## src/rtl/argmax_classifier.sv

```systemverilog
// argmax_classifier: sequential signed argmax over a packed activation vector.
// One element is compared per clock; the result index is the predicted class.
module argmax_classifier #(
  parameter int DATA_WIDTH    = 16,
  parameter int NUM_OF_INPUTS = 10,
  localparam int IDX_W = (NUM_OF_INPUTS > 1) ? $clog2(NUM_OF_INPUTS) : 1
) (
  input  logic                                clk,
  input  logic                                rstn,
  input  logic                                IN_VALID,
  input  logic [DATA_WIDTH*NUM_OF_INPUTS-1:0] IN_BITS,
  output logic                                BUSY,
  output logic                                DROPPED,
  output logic [IDX_W-1:0]                    OUT_INDEX,
  output logic [DATA_WIDTH-1:0]               OUT_MAX,
  output logic                                OUT_VALID
);

  typedef enum logic {
    S_IDLE,
    S_SCAN
  } state_t;

  state_t                             r_state;
  state_t                             w_state_next;
  logic [DATA_WIDTH*NUM_OF_INPUTS-1:0] r_vec;
  logic [DATA_WIDTH-1:0]              r_max;
  logic [IDX_W-1:0]                   r_idx;
  logic [IDX_W-1:0]                   r_cnt;
  logic                               r_busy;
  logic                               r_dropped;
  logic [IDX_W-1:0]                   r_out_idx;
  logic [DATA_WIDTH-1:0]              r_out_max;
  logic                               r_out_valid;

  logic [DATA_WIDTH-1:0]              w_cur;
  logic                               w_gt;
  logic                               w_last;
  logic [DATA_WIDTH-1:0]              w_upd_max;
  logic [IDX_W-1:0]                   w_upd_idx;

  assign BUSY      = r_busy;
  assign DROPPED   = r_dropped;
  assign OUT_INDEX = r_out_idx;
  assign OUT_MAX   = r_out_max;
  assign OUT_VALID = r_out_valid;

  // Select the element addressed by the scan counter from the captured vector.
  always_comb begin
    w_cur = '0;
    for (int unsigned i = 0; i < NUM_OF_INPUTS; i++) begin
      if (r_cnt == IDX_W'(i)) begin
        w_cur = r_vec[i*DATA_WIDTH +: DATA_WIDTH];
      end
    end
  end

  // Signed compare against the running max; strict '>' keeps the lowest index on ties.
  always_comb begin
    w_gt      = $signed(w_cur) > $signed(r_max);
    w_upd_max = w_gt ? w_cur : r_max;
    w_upd_idx = w_gt ? r_cnt : r_idx;
    w_last    = (r_cnt == IDX_W'(NUM_OF_INPUTS - 1));
  end

  // State register.
  always_ff @(posedge clk or negedge rstn) begin
    if (!rstn) begin
      r_state <= S_IDLE;
    end else begin
      r_state <= w_state_next;
    end
  end

  // Next-state logic; a single-element vector never needs the SCAN state.
  always_comb begin
    w_state_next = r_state;
    case (r_state)
      S_IDLE: begin
        if (IN_VALID && (NUM_OF_INPUTS > 1)) begin
          w_state_next = S_SCAN;
        end
      end
      S_SCAN: begin
        if (w_last) begin
          w_state_next = S_IDLE;
        end
      end
      default: w_state_next = S_IDLE;
    endcase
  end

  // Datapath: capture, running max/index, counter, result and status pulses.
  always_ff @(posedge clk or negedge rstn) begin
    if (!rstn) begin
      r_vec       <= '0;
      r_max       <= '0;
      r_idx       <= '0;
      r_cnt       <= '0;
      r_busy      <= 1'b0;
      r_dropped   <= 1'b0;
      r_out_idx   <= '0;
      r_out_max   <= '0;
      r_out_valid <= 1'b0;
    end else begin
      r_out_valid <= 1'b0;
      r_dropped   <= 1'b0;
      r_busy      <= (w_state_next == S_SCAN);
      case (r_state)
        S_IDLE: begin
          if (IN_VALID) begin
            r_vec <= IN_BITS;
            r_max <= IN_BITS[DATA_WIDTH-1:0];
            r_idx <= '0;
            if (NUM_OF_INPUTS == 1) begin
              r_cnt       <= '0;
              r_out_idx   <= '0;
              r_out_max   <= IN_BITS[DATA_WIDTH-1:0];
              r_out_valid <= 1'b1;
            end else begin
              r_cnt <= IDX_W'(1);
            end
          end
        end
        S_SCAN: begin
          r_dropped <= IN_VALID;
          r_max     <= w_upd_max;
          r_idx     <= w_upd_idx;
          if (w_last) begin
            r_cnt       <= '0;
            r_out_idx   <= w_upd_idx;
            r_out_max   <= w_upd_max;
            r_out_valid <= 1'b1;
          end else begin
            r_cnt <= r_cnt + 1'b1;
          end
        end
        default: ;
      endcase
    end
  end

endmodule
```

## config.mk

```make
export PLATFORM = sky130hd
export DESIGN_NAME = argmax_classifier
export DESIGN_NICKNAME = d
export VERILOG_FILES = /design/src/rtl/argmax_classifier.sv
export SDC_FILE = /design/constraint.sdc
export NUM_CORES = 1
export LEC_CHECK = 0
export BUFFER_PORTS_ARGS = -buffer_cell sky130_fd_sc_hd__buf_4
export CORE_MARGIN = 5
export CORE_UTILIZATION = 43
export CTS_CLUSTER_SIZE = 30
export DETAILED_ROUTE_END_ITERATION = 6
export GPL_ROUTABILITY_DRIVEN = 0
export SLEW_MARGIN = 20
export SYNTH_ARGS = -nofsm -noshare
export SYNTH_HDL_FRONTEND = slang
export SYNTH_SLANG_ARGS = --single-unit
```

## constraint.sdc

```tcl
create_clock -name clk -period 5.26 [get_ports clk]
set_clock_uncertainty 0.15 [all_clocks]
set_input_delay 0.789 -clock clk [delete_from_list [all_inputs] [get_ports clk]]
set_output_delay 0.789 -clock clk [all_outputs]
set_load 0.01 [all_outputs]
```

==> Yosys cells after proc, flatten, opt, wreduce, memory -nomap -nowiden <==
Cells that the tools add are included.
W data, S select, Z words.
{ "totals": {"reg_bits": 207} }
{ "op_classes": {"mux": 25, "eq_ne": 10, "n_lt_le_gt_ge": 1, "reduce_logical": 3, "add_sub_neg": 1, "bitwise": 1} }
{ "ops": {"columns": ["op", "count"], "rows": [
  ["$mux W16", 12],
  ["$pmux W16 S2", 1],
  ["$eq A4 B3 Y1 const B", 4],
  ["$gt A16 B16 Y1", 1],
  ["$mux W4", 4],
  ["$pmux W4 S2", 2],
  ["$eq A4 B2 Y1 const B", 2],
  ["$eq A4 B4 Y1 const B", 2],
  ["$mux W1", 5],
  ["$add A4 B1 Y4 const B", 1],
  ["$eq A4 B1 Y1 const B", 1],
  ["$logic_not A4 Y1", 1],
  ["$reduce_and A2 Y1", 2],
  ["$ne A2 B2 Y1 const B", 1],
  ["$pmux W1 S2", 1],
  ["$not A1 Y1", 1]
]} }

==> Depth between registers and ports, before layout <==
{ "depth": {"word_depth": 14, "depth_mapped": 16, "depth_no_buf": 11} }

==> Least setup slack after synthesis <==
No wires, ideal clock.
{ "synth_path": {"path_kind": "flip-flop to flip-flop", "from": "register r_cnt[1]", "to": "register r_max[2]", "arrival_ps": 3073, "stages_incl_launch_ff": 15, "t_required_ps": 4967, "slack_ps": 1894, "setup_ps": 143, "path_cell_list": "dfrtp_1 > buf_4 > mux2_2 > a22o_1 > a222oi_1 > o21ai_0 > ha_1 > a21o_1 > a211o_1 > a221oi_2 > a21bo_1 > buf_4 > buf_2 > mux2i_1 > a21oi_1"} }
{ "synth_via": {"elab_chain_cells": 14, "word_cells_on_any_way": 23, "cone_classes": "order compare: 1; eq/ne: 9; mux: 12; reduce/logical: 1"} }
{ "synth_rtl": {"columns": ["item", "line_no", "rtl"], "rows": [
  ["from (decl)", "29", "logic [IDX_W-1:0] r_cnt;"],
  ["from (signal assigned)", "135", "r_cnt <= r_cnt + 1'b1;"],
  ["$logic_not A4 Y1", "52", "if (r_cnt == IDX_W'(i)) begin"],
  ["$mux W16 (9 in a row)", "52", null],
  ["$mux W16 (*)", "52", null],
  ["$gt A16 B16 Y1", "60", "w_gt = $signed(w_cur) > $signed(r_max);"],
  ["$mux W16 (*)", "61", "w_upd_max = w_gt ? w_cur : r_max;"],
  ["$pmux W16 S2 (*)", "109", "case (r_state)"],
  ["to (signal assigned)", "113", "r_max <= IN_BITS[DATA_WIDTH-1:0];"],
  ["to (signal assigned)", "127", "r_max <= w_upd_max;"],
  ["to (decl)", "27", "logic [DATA_WIDTH-1:0] r_max;"]
]} }
Every way passes the cells marked *; elsewhere a longest branch is shown, timed or not.
A chain may end at the register's enable or synchronous reset.

==> Worst setup path after layout <==
{ "layout_path": {"from": "register r_cnt[0]", "to": "register r_idx[0]"} }
{ "layout_via": {"elab_chain_cells": 14, "word_cells_on_any_way": 23, "cone_classes": "order compare: 1; eq/ne: 9; mux: 12; reduce/logical: 1"} }
{ "layout_rtl": {"columns": ["item", "line_no", "rtl"], "rows": [
  ["$logic_not A4 Y1", "52", null],
  ["$mux W16 (10 in a row)", "52", null],
  ["$gt A16 B16 Y1", "60", null],
  ["$mux W4 (*)", "62", "w_upd_idx = w_gt ? r_cnt : r_idx;"],
  ["$pmux W4 S2 (*)", "109", null],
  ["to (signal assigned)", "128", "r_idx <= w_upd_idx;"],
  ["to (decl)", "28", "logic [IDX_W-1:0] r_idx;"]
]} }
Marked as above.

==> results.py <==
metrics = {
    "placement": {
        "buffers_on_ports": 185,
        "post-dp-hpwl_mm": 21.1,
    },
    "synthesis": {
        "netlist-cell-type-count": 56,
        "synth_area_mm2": 0.0100,
        "async_reset_ff_share_pct": 100,
        "synthCells": 1118,
        "post_synth.cell_area_avg_um2": 8.94,
        "synth_top_flop_cell": "dfrtp_1",
        "warnings_synthesis": 0,
        "synth-edff-count": 0,
        "ys_ff_latch": 207,
        "seq_area_frac_synth_pct": 51.8,
        "syn_nets": 1297,
    },
    "final_layout": {
        "share_of_cells_above_drive_strength_1_pct": 20.6,
        "areaGrowthSynthToFinish_pct": 23.0,
        "antenna_cells_inserted": 0,
        "nNetsFinal": 1451,
        "final_core_util_pct": 54.0,
    },
    "sta": {
        "report.final.setup_viol": 0,
        "timing_worst_slew_pin_value_ps": 992,
        "max-slew-margin-rel_pct": 33.9,
        "fin_setup_tns_ps": 0,
        "timing.final.crit_period_ps": 4380,
        "final-hold-violation-count": 0,
        "pins_over_slew_limit": 0,
        "clock.fmax_mhz": 229,
        "setup_repair_after_global_routing_missed_its_margin": "no",
        "final_min_period_over_clock_period_pct": 83.2,
    },
    "routing": {
        "detail_route.drc_violations": 12,
        "avgRoutedWirePerCell_um": 18.3,
        "first_iter_violations": 625,
        "avgViaCountPerCell": 5.20,
        "routed_wirelength_mm": 29.2,
        "vias": 8305,
        "antenna_violating_nets_post_route": 0,
        "length_of_the_first_detailed_routing_pass_in_iterations": 7,
    },
    "global_routing": {
        "grt_pass1_vias": 8349,
        "antenna_found_initial": 0,
        "global_route_wire_length_before_repair_mm": 45.9,
        "tot_gr_track_use_pct": 22.0,
        "pin_count_of_the_biggest_net_entering_global_routing": 120,
        "grt_remaining_overflow": 0,
    },
    "worst_setup_path": {
        "required_time_worst_endpoint_ps": 5490,
        "maximum_fanout_along_the_worst_path": 26,
        "endpoint_kind": "flop",
        "critical_path.reg2reg.endpoint": "r_idx[0]",
        "timing_worst_setup_path_type": "reg -> reg",
        "launching_element_type_of_the_critical_path": "flop",
        "r2r-start": "r_cnt[0]",
        "critPathArrivalTime_ps": 4600,
        "r2r_slack_ps": 880,
        "timing.critical_path.to": "r_idx[0]",
        "crit_path_start": "r_cnt[0]",
        "rr_worst_depth": 13,
    },
    "die": {
        "chipHeight_um": 162,
        "design.core.area_mm2": 0.0228,
        "placement_rows": 55,
        "die_w_um": 162,
        "initial_core_util_pct": 43.9,
        "die_area_mm2": 0.0264,
        "num_io_pins": 186,
    },
    "pwr": {
        "leakage_nw": 6.34,
        "power_density_mw_per_mm2": 691,
        "vdd_ir_drop_max_uv": 705,
    },
    "cts": {
        "root_buffer": "clkbuf_16",
        "tritoncts": "done",
        "post-cts-setup-buffers": 0,
        "clockBufferDepth": 3,
        "hold_buffers": 0,
        "worstSkewPairLatency_ps": 510,
        "cts-resized-gates": 0,
        "clk_pin_slew_worst_paths_ps": 60,
        "cts_made_buffers": 23,
        "cts_htree_levels": 1,
        "tritoncts_num_sinks": 207,
    },
    "run": {
        "timing.max_cap.violations": 0,
    },
    "outcome": {
        "outcome": "complete, but fails checks",
        "failed_checks": "design-rule violations",
    },
    "min_path": {
        "timing.hold.worst.class": "in -> async",
    },
}
[critical path, cell delays in order (launching register included)]
cell and delay (ps):
dfrtp_2 770, buf_4 290, nor2b_1 100, a22o_1 210
a222oi_1 440, o21ai_0 310, ha_1 390, a21o_1 200
a211o_1 310, a221oi_2 190, a21bo_1 170, buf_4 280
mux2i_1 300, o21ai_0 110
[report_power, final]
part,switching (W),internal (W),total [W]
sequential,0.000531,0.00237,0.00290
clock,0.000621,0.000845,0.00147
combinational,0.00239,0.00174,0.00413
total,0.00354,0.00495,0.00849
[cell usage after synthesis (10+ instances only)]
| master | instances | area [um^2] |
|---|---|---|
| a21oi_1 | 20 | 100 |
| a22oi_1 | 13 | 97.6 |
| inv_1 | 20 | 75.1 |
| dfrtp_1 | 207 | 5180 |
| nand2_1 | 517 | 1940 |
| nor3b_1 | 11 | 82.6 |
| mux2i_1 | 35 | 350 |
| clkbuf_1 | 49 | 184 |
| nor2_1 | 29 | 109 |
| buf_2 | 10 | 50.1 |
| o21ai_0 | 28 | 140 |
| ha_1 | 16 | 200 |
[how the worst min path moves through the flow]
stage | from | end | slack [ps] | cells past startpoint
2_1_floorplan | r_vec[32] | r_vec[32] | 290 | 2
3_3_place_gp | r_vec[19] | r_vec[19] | 300 | 2
3_5_place_dp | r_vec[52] | r_vec[52] | 310 | 2
4_1_cts | IN_BITS[73] | r_vec[73] | 300 | 3
5_1_grt | IN_BITS[118] | r_vec[118] | 300 | 3
6_report | rstn | r_vec[156] | 270 | 1
[per-stage QoR]
stage                     total power (W)  hold WS (ps)  instances  setup WS [ps]  cell area (um^2)
after CTS                         0.00853           296       1597            907             12300
final                             0.00849           267       1597            885             12300
after global routing              0.00915           304       1597            604             12300
after floorplan                   0.00579           287       1118           1890             10000
after detailed placement          0.00703           309       1560            916             11600
after global placement            0.00694           300       1560            980             11600
[cell families after synthesis]
kind of cell	after synthesis	share of synthesized area, %
AOI/OAI and AO/OA	137	10.3
buffers and inverters	95	4.41
and+or+nand+nor	608	24.5
adders and majority gates	16	2.00
muxes	55	7.00
DFF	207	51.8
[cell type report]
cell class              instances  area, um^2
fillers                      2201       10500
flip-flops and latches        207        5180
multi-input cells             816        4390
repair buffers                203        1580
clock buffers                  34         647
well taps                     313         392
inverters                      21        78.8
clock inverters                 3        25.0
[metal layers]
layer	vias up	GRT usage (%)	routed length, um
met5	-	0	0
met4	0	8.15	1110
met3	54	3.97	1850
met2	263	32.9	13100
met1	3977	32.0	13200
li1	4011	-	-
[cell usage in the layout, fill, tap and decap left out, types with 11 or more instances in the layout]
cell       count
dfrtp_1      205
a22oi_1       13
clkbuf_16     23
mux2i_1       35
ha_1          16
a21oi_1       20
inv_1         20
o21ai_0       28
nor3b_1       11
nand2_1      516
buf_4        198
nor2_1        29
[sequential cells by signal, summed over array words and instances (netlist names)]
signal,cells
BUSY,1
DROPPED,1
OUT_INDEX,4
OUT_MAX,16
OUT_VALID,1
r_cnt,4
r_idx,4
r_max,16
r_vec,160
(Power assumes the default switching activity.)
